[config.mk]
export PLATFORM = sky130hd
export DESIGN_NAME = booth_mult_ctrl
export DESIGN_NICKNAME = d
export VERILOG_FILES = /design/src/rtl/mult_pkg.sv /design/src/rtl/cla_32.sv /design/src/rtl/booth_mult_ctrl.sv
export SDC_FILE = /design/constraint.sdc
export NUM_CORES = 1
export LEC_CHECK = 0
export ABC_AREA = 1
export BUFFER_PORTS_ARGS = -buffer_cell sky130_fd_sc_hd__buf_2
export CAP_MARGIN = 5
export CORE_UTILIZATION = 58
export CTS_CLUSTER_SIZE = 20
export DETAILED_ROUTE_END_ITERATION = 16
export PLACE_DENSITY = 0.86
export SETUP_SLACK_MARGIN = 0.5
export SKIP_LAST_GASP = 1
export SYNTH_ARGS = -nofsm -noshare
export SYNTH_HDL_FRONTEND = slang
export SYNTH_SLANG_ARGS = --single-unit
[constraint.sdc]
create_clock -name clock -period 4 [get_ports clock]
set_input_delay 0.6 -clock clock [delete_from_list [all_inputs] [get_ports clock]]
set_output_delay 0.6 -clock clock [all_outputs]
set_load 0.02 [all_outputs]
[src/rtl/mult_pkg.sv]
// rtl/mult_pkg.sv - shared types and constants for the Booth multiplier controller
package mult_pkg;

    localparam int WIDTH   = 32;
    localparam int ITER    = 32;
    localparam int COUNT_W = 5;

    typedef enum logic [1:0] {
        IDLE = 2'd0,
        RUN  = 2'd1,
        DONE = 2'd2
    } state_t;

    typedef enum logic [1:0] {
        OP_PASS = 2'd0,
        OP_ADD  = 2'd1,
        OP_SUB  = 2'd2
    } booth_op_t;

    // Radix-2 Booth recoding of the {lo[0], q} pair.
    function automatic booth_op_t booth_decode(input logic [1:0] pair);
        booth_op_t op;
        case (pair)
            2'b01:   op = OP_ADD;
            2'b10:   op = OP_SUB;
            default: op = OP_PASS;
        endcase
        return op;
    endfunction

endpackage

[src/rtl/cla_32.sv]
// rtl/cla_32.sv - 32-bit carry-lookahead adder with signed overflow
module cla_32 (
    output logic [31:0] sum,
    output logic        overflow,
    input  logic [31:0] a,
    input  logic [31:0] b,
    input  logic        c_in
);

    logic [31:0] g;
    logic [31:0] p;
    logic [31:0] carries;
    logic        cy;

    assign g = a & b;
    assign p = a ^ b;

    // Four-bit lookahead groups; the group carry ripples between groups.
    always_comb begin
        carries = '0;
        cy      = c_in;
        for (int k = 0; k < 8; k++) begin
            carries[4*k]   = cy;
            carries[4*k+1] = g[4*k] | (p[4*k] & cy);
            carries[4*k+2] = g[4*k+1] | (p[4*k+1] & g[4*k]) | (p[4*k+1] & p[4*k] & cy);
            carries[4*k+3] = g[4*k+2] | (p[4*k+2] & g[4*k+1]) | (p[4*k+2] & p[4*k+1] & g[4*k])
                           | (p[4*k+2] & p[4*k+1] & p[4*k] & cy);
            cy = g[4*k+3] | (p[4*k+3] & g[4*k+2]) | (p[4*k+3] & p[4*k+2] & g[4*k+1])
               | (p[4*k+3] & p[4*k+2] & p[4*k+1] & g[4*k])
               | (p[4*k+3] & p[4*k+2] & p[4*k+1] & p[4*k] & cy);
        end
    end

    assign sum      = p ^ carries;
    assign overflow = cy ^ carries[31];

endmodule

[src/rtl/booth_mult_ctrl.sv]
// rtl/booth_mult_ctrl.sv - multi-cycle signed 32x32 radix-2 Booth multiplier controller
module booth_mult_ctrl #(
    parameter int WIDTH = 32,
    parameter int ITER  = 32
) (
    input  logic             clock,
    input  logic             reset_n,
    input  logic             ctrl_start,
    input  logic [WIDTH-1:0] operand_a,
    input  logic [WIDTH-1:0] operand_b,
    output logic [WIDTH-1:0] result,
    output logic             exception,
    output logic             data_ready,
    output logic             busy
);
    import mult_pkg::*;

    state_t             state;
    state_t             next_state;
    logic [WIDTH-1:0]   m_reg;
    logic [WIDTH-1:0]   p_hi;
    logic [WIDTH-1:0]   p_lo;
    logic               p_q;
    logic [COUNT_W-1:0] count;
    booth_op_t          op;
    logic [WIDTH-1:0]   add_b;
    logic               add_cin;
    logic [WIDTH-1:0]   sum;
    logic               ovf;
    logic               sign_bit;
    logic               last_iter;

    assign last_iter = (count == COUNT_W'(ITER - 1));

    always_ff @(posedge clock or negedge reset_n) begin
        if (!reset_n) begin
            state <= IDLE;
        end else begin
            state <= next_state;
        end
    end

    always_comb begin
        next_state = state;
        case (state)
            IDLE:    if (ctrl_start) next_state = RUN;
            RUN:     if (last_iter) next_state = DONE;
            DONE:    next_state = IDLE;
            default: next_state = IDLE;
        endcase
    end

    assign op = booth_decode({p_lo[0], p_q});

    always_comb begin
        add_b   = '0;
        add_cin = 1'b0;
        case (op)
            OP_ADD: add_b = m_reg;
            OP_SUB: begin
                add_b   = ~m_reg;
                add_cin = 1'b1;
            end
            default: ;
        endcase
    end

    cla_32 u_adder (
        .sum      (sum),
        .overflow (ovf),
        .a        (p_hi),
        .b        (add_b),
        .c_in     (add_cin)
    );

    // The adder only yields 32 bits; the true 33rd bit is recovered from overflow.
    assign sign_bit = sum[WIDTH-1] ^ ovf;

    always_ff @(posedge clock or negedge reset_n) begin
        if (!reset_n) begin
            m_reg <= '0;
            p_hi  <= '0;
            p_lo  <= '0;
            p_q   <= 1'b0;
            count <= '0;
        end else if (state == IDLE && ctrl_start) begin
            m_reg <= operand_a;
            p_hi  <= '0;
            p_lo  <= operand_b;
            p_q   <= 1'b0;
            count <= '0;
        end else if (state == RUN) begin
            p_hi  <= {sign_bit, sum[WIDTH-1:1]};
            p_lo  <= {sum[0], p_lo[WIDTH-1:1]};
            p_q   <= p_lo[0];
            count <= count + 1'b1;
        end
    end

    always_ff @(posedge clock or negedge reset_n) begin
        if (!reset_n) begin
            result     <= '0;
            exception  <= 1'b0;
            data_ready <= 1'b0;
            busy       <= 1'b0;
        end else begin
            data_ready <= (state == DONE);
            busy       <= (next_state != IDLE);
            if (state == DONE) begin
                result    <= p_lo;
                exception <= (p_hi != {WIDTH{p_lo[WIDTH-1]}});
            end
        end
    end

endmodule

==> results.cfg, run 1 <==
[logic_synthesis]
synth_common_cells = 274 x nand2_1, 139 x dfrtp_1, 86 x o21ai_0, 80 x inv_1, 34 x ha_1
syn_area_um2 = 7120
yosysMostFrequentCell = nand2_1
synth-main-ff-cell = dfrtp_1
async_flop_share_pct = 100
ys_seq_area_share_pct = 48.9
postSynthAreaPerCell_um2 = 8.47
synth-edff-count = 0
yosys_warnings = 0
synth_top_area_share_pct = 48.9
ys_types = 35
synth.area.top_cells = dfrtp_1 49%, nand2_1 14%, o21ai_0 6.0%, ha_1 6.0%, inv_1 4.2%
ys_ff_latch = 139
synth_fp_nets = 948
syn_inst = 840
synth_top_area_cell = dfrtp_1

[cells_and_area]
instances_no_fill = 1095
syn_to_final_growth_pct = 17.4
n_antenna_cell = 0
fin_nets = 1043
drive_gt1_share_pct = 18.0

[worst_setup_path]
end_kind = flop
crit_arrival_ns = 3.56
path_common_cell = nand2_4
start_kind = flop
crit_type = flop to flop
worst-r2r-setup-slack_ns = 0.78
required_ns = 4.34
crit_family = simple AND/OR/NAND/NOR gates
crit_slowest_cell = fa_1
cp_max_fo = 10
critPathMaxStageDelay_ns = 0.41
path_buf_inv = 2

[power_and_ir_drop]
power.internal_mw = 4.42
swShare_pct = 43.9
pwr-share-seq_pct = 30.6
switchingPower_mw = 3.45
p_per_area_nw_per_um2 = 942
ir_worst_vdd_mv = 0.472
p_clk_share_pct = 19.4
leakagePower_nw = 4.31
power_frac_comb_pct = 49.9

[floorplanning]
die_h_um = 113
fp.dieW_um = 113
start_util_pct = 59.5
die_area_um2 = 12700
rows = 40
coreArea_um2 = 12000
top_level_ports = 102

[clock_tree]
cts_made_buffers = 17
htreeDepth = 4
clk_latency_ns = 0.44
clockBufferDepth = 2
cts_tree = yes
cts.sinks = 139
clkTransAtPathRegs_ns = 0.06
postCtsHoldBufs = 0
cts-root-buf = clkbuf_16

[sta]
fmax_mhz = 311
slew_violations = 0
period_minus_slack_ns = 3.22
setup_viol = 0
tightest_slew_ns = 1.09
fin_crit_sh_pct = 80.5
finClkSkew_ns = 0.0111
rsz0062_at_grt = false
setup_tns_ns = 0
finalHoldViolCount = 0
slew_headroom_pct = 27.3

[placement]
dpl.hpwl_um = 10500
dp.cells = 1061
gp_congestion = 0.846
port_buffers = 101

[drt]
via_count = 6214
dr.pass1.iters = 5
wl_per_cell_um = 14.8
routed_wl_um = 16200
ant_nets = 0
drc = 0
drt_iter0_drc = 532
via_per_inst = 5.67

[global_routing]
grtUsageTotal_pct = 27.5
grt_pass1_vias = 6021
overflow = 0
antenna_found_initial = 0
grt_pass1_wl_um = 27500
grt_start_max_net_pins = 124

[status]
status = complete, no violations

[hold_path]
hold_class = primary input to asynchronous set/reset pin

[job]
max_cap_violations = 0
## cells by family (layout without fill, tap and decap cells)
logic type               Yosys count  after routing  synth area share, %
buffers and inverters            118            226                 6.26
XOR/XNOR                           1              1                0.123
flip-flops                       139            139                 48.9
AO/OA/AOI/OAI                    169            169                 14.5
AND/OR/NAND/NOR                  372            372                 22.3
adder cells (fa/ha/maj)           41             41                 7.95
## metrics by stage
stage / setup slack (ns) / hold WS, ns / area, µm² / total power, mW / util, %
3_5_place_dp: 0.552 / 0.468 / 7750 / 6.25 / 64.8
2_1_floorplan: 0.846 / 0.304 / 7120 / 5.37 / -
5_1_grt: 0.506 / 0.361 / 8350 / 8.57 / 69.8
4_1_cts: 0.538 / 0.349 / 8320 / 7.83 / 69.6
6_report: 0.781 / 0.323 / 8350 / 7.87 / 69.8
3_3_place_gp: 0.646 / 0.458 / 7750 / 6.05 / 64.8
## what timing repair did
action / in CTS / in global routing
buffers inserted: 0 / 2
setup endpoints to repair: 0 / 9
gates resized for setup: 0 / 4
## power by group through the flow
| stage | Clock [mW] | Sequential, mW | Combinational [mW] |
|---|---|---|---|
| after floorplan | 0 | 2.31 | 3.06 |
| after global placement | 0 | 2.38 | 3.66 |
| after detailed placement | 0 | 2.40 | 3.85 |
| after CTS | 1.54 | 2.40 | 3.89 |
| after global routing | 1.61 | 2.47 | 4.49 |
| final | 1.53 | 2.41 | 3.93 |
## worst reg2reg max path: stages (launching register included)
cell     delay (ns)
dfrtp_1        0.38
inv_2          0.14
nor2_4         0.06
buf_4          0.17
nand2_1        0.05
o21ai_0        0.08
ha_1           0.32
nand2_1        0.11
nor2_1         0.05
nor2_1         0.11
nand2_2        0.10
nand2_2        0.09
nand2_4        0.07
nand2_4        0.06
nand2_4        0.06
nand2_4        0.08
nand2_4        0.06
nand2_4        0.07
nand2_4        0.06
nand2_4        0.08
nand2_4        0.07
nand2_4        0.08
nand2_4        0.06
fa_1           0.41
nand2_1        0.08
nand2_1        0.04
o21ai_0        0.18
## routing by layer
metal	share of wire, %	GRT usage (%)
met3	4.3	5.30
met1	44	35.7
met4	3.4	12.5
met2	48	45.1
met5	0	0
## placed cells by master (no fill, tap or decap), types with 2 or more instances in the layout
cell type,instances
buf_4,11
fa_1,7
clkbuf_16,17
nor4_1,6
o221ai_1,31
a21oi_1,21
a22o_1,5
o31ai_1,2
inv_6,5
nand2_4,12
nand4_1,10
nand2_1,273
a32o_1,2
clkinvlp_4,2
dfrtp_1,138
nand2_2,6
o22ai_1,14
ha_1,34
nor2_1,30
buf_2,100
nor2_2,2
inv_2,3
clkinv_2,2
o41ai_1,2
o21ai_0,86
clkinv_4,3
nand3_1,21
nor3_1,8
inv_1,79
## worst paths after layout
kind,from,to,cells after the start
max,p_q$_DFFE_PN0P_,p_hi[28]$_DFFE_PN0P_,26
min,reset_n,m_reg[4]$_DFFE_PN0P_,1
max reg2reg,p_q$_DFFE_PN0P_,p_hi[28]$_DFFE_PN0P_,26
min reg2reg,result[27]$_DFFE_PN0P_,result[27]$_DFFE_PN0P_,2
max in group asynchronous,reset_n,m_reg[22]$_DFFE_PN0P_,2
min in group clock,operand_a[9],m_reg[9]$_DFFE_PN0P_,3
## cell type report
type | instances | area [µm²]
Clock inverter | 14 | 136
Fill cell | 910 | 3610
Clock buffer | 18 | 439
Tap cell | 147 | 184
Inverter | 82 | 308
Multi-Input combinational cell | 583 | 3210
Sequential cell | 139 | 3480
Timing Repair Buffer | 112 | 594
No activity file was read; power rests on OpenSTA's default activity.
==> run 2: changes to the inputs <==
Settings changed: CORE_UTILIZATION 58 to 52, PLACE_DENSITY 0.86 to 0.81.
Clock period 4 ns to 2.65 ns, I/O delays scaled along.
==> results.cfg, run 2 (synthesis gave the netlist of run 1 again) <==
[sta]
setup_tns_ns = -5.52
slew_headroom_pct = 48.7
period_minus_slack_ns = 3.07
rsz0062_at_grt = true
finalHoldViolCount = 0
fmax_mhz = 325
tightest_slew_ns = 0.768
slew_violations = 0
timing.final.ws_setup_ns = -0.424
finClkSkew_ns = 0.00899
fin_crit_sh_pct = 116
setup_viol = 20

[status]
violations = setup timing
status = complete, but fails checks

[drt]
via_count = 6614
drc = 0
ant_nets = 0
wl_met1_um = 7620
top_layer = met4
wl_met2_um = 9280
routed_wl_um = 18600
via_per_inst = 5.50
drt_iter0_drc = 463
wl_per_cell_um = 15.5
met3WireLength_um = 1070
dr.pass1.iters = 5

[hold_path]
hold_class = primary input to flop
whs_path_depth = 3
hp-start = operand_a[15]

[worst_setup_path]
r2r_cells = 14
start_kind = flop
path_buf_inv = 4
crit_family = compound AO/OA/AOI/OAI gates
cp_max_fo = 8
crit_type = flop to flop
r2r-start = p_lo[0]$_DFFE_PN0P_
crit_arrival_ns = 3.39
worstSetupStartpoint = p_lo[0]$_DFFE_PN0P_
worst-r2r-setup-slack_ns = -0.42
required_ns = 2.96
crit_slowest_cell = dfrtp_2
worstPathCellList = nor2_4, buf_6, nand2_1, o21ai_0, ha_1, a21oi_1, o21ai_0, a21oi_1, buf_4, nand2_4, buf_4, buf_6, fa_2, a32o_1
end_kind = flop
crit_cells = 14
critPathMaxStageDelay_ns = 0.45

[placement]
gp_congestion = 0.861
dpl.hpwl_um = 11700
pre_cts_ws_ns = -0.357
port_buffers = 101

[floorplanning]
die_area_um2 = 14200
start_util_pct = 53.5
coreArea_um2 = 13300
die_h_um = 119
rows = 42
fp.dieW_um = 119
top_level_ports = 102

[power_and_ir_drop]
power.total_mw = 14.5
p_per_area_nw_per_um2 = 1560
ir_worst_vdd_mv = 0.763
leakagePower_nw = 4.76

[cells_and_area]
nFillCells = 974
final_cell_mix = 256 x nand2_1, 138 x dfrtp_1, 100 x buf_2, 79 x inv_1, 73 x buf_4
drive_gt1_share_pct = 29.5
syn_to_final_growth_pct = 30.4
n_antenna_cell = 0
finish.utilization_pct = 69.8
fin_nets = 1122
final_common_cell = nand2_1

[clock_tree]
cts_tree = yes
cts.sinks = 139
htreeDepth = 4
clockBufferDepth = 2
clk_latency_ns = 0.43
clkTransAtPathRegs_ns = 0.06
cts_made_buffers = 17
cts-root-buf = clkbuf_16

[global_routing]
antenna_found_initial = 0
grt_pass1_vias = 6251
grtUsageTotal_pct = 26.6
overflow = 0
grt_pass1_wl_um = 29600
grt_start_max_net_pins = 58

[job]
max_cap_violations = 0
[run 2: cell count changes in the layout (fill, tap and decap cells not counted), moves of 8 or more]
cell,before,now
buf_4,11,73
o21ai_0,86,67
nand2_1,273,256
o21ai_1,1,17
buf_6,1,16
nand2_2,6,21
a21oi_1,21,13
[run 2: path summary, 6_finish.rpt]
check,end
max,p_hi[19]$_DFFE_PN0P_
min,m_reg[15]$_DFFE_PN0P_
max reg2reg,p_hi[19]$_DFFE_PN0P_
min reg2reg,state[1]$_DFF_PN0_
max in group asynchronous,p_lo[13]$_DFFE_PN0P_
min in group asynchronous,p_lo[20]$_DFFE_PN0P_
[run 2: worst reg2reg max path: cells and delay by family (launching register included)]
family | cells | cell delay (ns)
AO/OA/AOI/OAI | 5 | 0.93
adder cells (fa/ha/maj) | 2 | 0.67
buffers and inverters | 4 | 0.57
flip-flops | 1 | 0.45
AND/OR/NAND/NOR | 3 | 0.34
[run 2: timing repair]
item / 4_1_cts / 5_1_grt
hold buffers: 1 / 0
endpoints found under the hold margin: 55 / 0
endpoints found under the setup margin: 30 / 31
setup buffers: 11 / 12
resized for setup: 39 / 45
pin swaps: 23 / 39
[run 2: final cells by class]
type	count	area, µm²	area share, %
timing repair buffer	191	1260	13.6
clock inverter	15	151	1.63
clock buffer	17	425	4.58
inverter	82	308	3.32
multi-input combinational	583	3440	37.0
sequential	139	3480	37.5
tap	176	220	2.37
[run 2: routing by layer]
layer / up-vias / global-route usage [%]
met5: - / 0
met2: 259 / 43.0
met3: 50 / 5.56
met1: 3152 / 34.1
li1: 3153 / -
met4: 0 / 12.9
[run 2: power breakdown]
part           total [mW]  internal [mW]  switching [mW]
clock network        2.33           1.32            1.01
registers            3.68           3.03           0.656
logic                8.47           3.91            4.55
[run 2: through the flow]
stage	hold WS (ns)	cells	instance area [µm²]
2_1_floorplan	0.102	840	7160
6_report	0.158	1203	9280
5_1_grt	0.153	1203	9280
3_3_place_gp	0.394	1147	8240
3_5_place_dp	0.394	1147	8240
4_1_cts	0.145	1191	9020
==> run 3: changes to the inputs <==
Settings changed: CORE_UTILIZATION 52 to 60, PLACE_DENSITY 0.81 to 0.88.
Clock period 2.65 ns to 3.9 ns, I/O delays scaled along.
==> results.cfg, run 3 (synthesis gave the netlist of run 1 again) <==
[clock_tree]
clkTransAtPathRegs_ns = 0.06
cts.sinks = 139
clk_latency_ns = 0.43
cts_made_buffers = 17
clockBufferDepth = 2
cts-root-buf = clkbuf_16
htreeDepth = 4
cts_tree = yes

[floorplanning]
die_h_um = 111
die_area_um2 = 12300
top_level_ports = 102
rows = 39
fp.dieW_um = 111
start_util_pct = 62.1
coreArea_um2 = 11500

[power_and_ir_drop]
p_per_area_nw_per_um2 = 967
ir_worst_vdd_mv = 0.579
power.total_mw = 8.08
leakagePower_nw = 4.31

[job]
max_cap_violations = 0

[sta]
finClkSkew_ns = 0.00708
finalHoldViolCount = 0
period_minus_slack_ns = 3.21
tightest_slew_ns = 0.716
setup_viol = 0
slew_violations = 0
slew_headroom_pct = 52.2
fmax_mhz = 311
rsz0062_at_grt = false
setup_tns_ns = 0
whs_ns = 0.176
fin_crit_sh_pct = 82.3

[cells_and_area]
drive_gt1_share_pct = 18.2
final_cell_mix = 273 x nand2_1, 138 x dfrtp_1, 100 x buf_2, 84 x o21ai_0, 79 x inv_1
final_common_cell = nand2_1
n_antenna_cell = 0
syn_to_final_growth_pct = 17.4
fin_nets = 1045

[worst_setup_path]
crit_type = flop to flop
end_kind = flop
required_ns = 4.22
crit_slowest_cell = dfrtp_2
path_common_cell = nand2_4
critPathMaxStageDelay_ns = 0.48
worstPathCellList = nor2_2, nand2_1, o21ai_0, ha_1, nand3_1, nor2_1, a211oi_1, nand2_4, nand2_4, nand2_4, nand2_4, nand2_4, nand2_4, nand2_4, nand2_4, nand2_4, fa_1, a22o_1
crit_arrival_ns = 3.53
start_kind = flop
cp_max_fo = 6

[drt]
drt_iter0_drc = 506
wl_per_cell_um = 14.9
ant_nets = 0
drc = 0
via_per_inst = 5.68
dr.pass1.iters = 5
routed_wl_um = 16300
via_count = 6209

[global_routing]
grt_pass1_vias = 5945
antenna_found_initial = 0
grt_pass1_wl_um = 27300
overflow = 0
grtUsageTotal_pct = 27.9
grt_start_max_net_pins = 81

[hold_path]
hold_class = primary input to asynchronous set/reset pin

[placement]
dpl.hpwl_um = 10700
port_buffers = 101
gp_congestion = 0.901

[status]
status = complete, no violations
-- run 3: cell count changes in the layout (fill, tap and decap cells not counted), sizes merged --
cell / previous run / this run
clkinv: 3 / 4
bufinv: 1 / 0
dlygate4sd3: 1 / 0
inv: 91 / 89
nor2: 33 / 34
clkinvlp: 2 / 3
clkbuf: 17 / 18
buf: 190 / 113
-- run 3: final cells by class --
| class | count | area (µm²) |
|---|---|---|
| flip-flops and latches | 139 | 3480 |
| multi-input cells | 584 | 3220 |
| fillers | 790 | 3110 |
| repair buffers | 113 | 606 |
| clock buffers | 18 | 439 |
| inverters | 82 | 308 |
| well taps | 143 | 179 |
| clock inverters | 14 | 129 |
-- run 3: where the power goes --
group          leakage (nW)  total, mW  internal [mW]  switching [mW]
sequential             1.59       2.48           2.06           0.424
combinational          2.44       4.07           1.58            2.48
clock                 0.271       1.53          0.855           0.677
total                  4.31       8.08           4.50            3.58
-- run 3: worst max-delay path: cells and delay by family (launching register included) --
kind | cells | cell delay (ns)
adder cells (fa/ha/maj) | 2 | 0.74
flip-flops | 1 | 0.48
AO/OA/AOI/OAI | 3 | 0.63
AND/OR/NAND/NOR | 13 | 1.25
-- run 3: through the flow --
stage	area (µm²)	cells	utilization, %	setup WS, ns
2_1_floorplan	7120	840	-	0.746
3_3_place_gp	7750	1058	67.6	0.597
3_5_place_dp	7750	1058	67.6	0.512
4_1_cts	8320	1090	72.6	0.608
5_1_grt	8360	1093	72.9	0.434
6_report	8360	1093	72.9	0.689
-- run 3: final timing paths --
check,slack [ns],cells past startpoint,end,startpoint
setup / recovery,0.69,18,p_hi[27]$_DFFE_PN0P_,p_lo[0]$_DFFE_PN0P_
hold / removal,0.18,1,m_reg[0]$_DFFE_PN0P_,reset_n
setup reg to reg,0.69,18,p_hi[27]$_DFFE_PN0P_,p_lo[0]$_DFFE_PN0P_
hold reg to reg,0.47,1,state[1]$_DFF_PN0_,state[1]$_DFF_PN0_
max in group asynchronous,2.84,2,p_lo[0]$_DFFE_PN0P_,reset_n
min in group clock,0.35,3,m_reg[12]$_DFFE_PN0P_,operand_a[12]
-- run 3: routing by layer --
layer  track usage [%]  up-vias  wire length [µm]
met5                 0        -                 0
met4              8.80        0               227
met3              6.89       22              1000
met2              46.2      209              8090
met1              36.2     2967              6980
li1                  -     3011                 -
-- run 3: what timing repair did --
action,4_1_cts,5_1_grt
gates resized for setup,1,6
pin swaps,0,1
endpoints found under the setup margin,3,4
gates cloned,0,1
hold buffers,0,0
buffers inserted,0,2
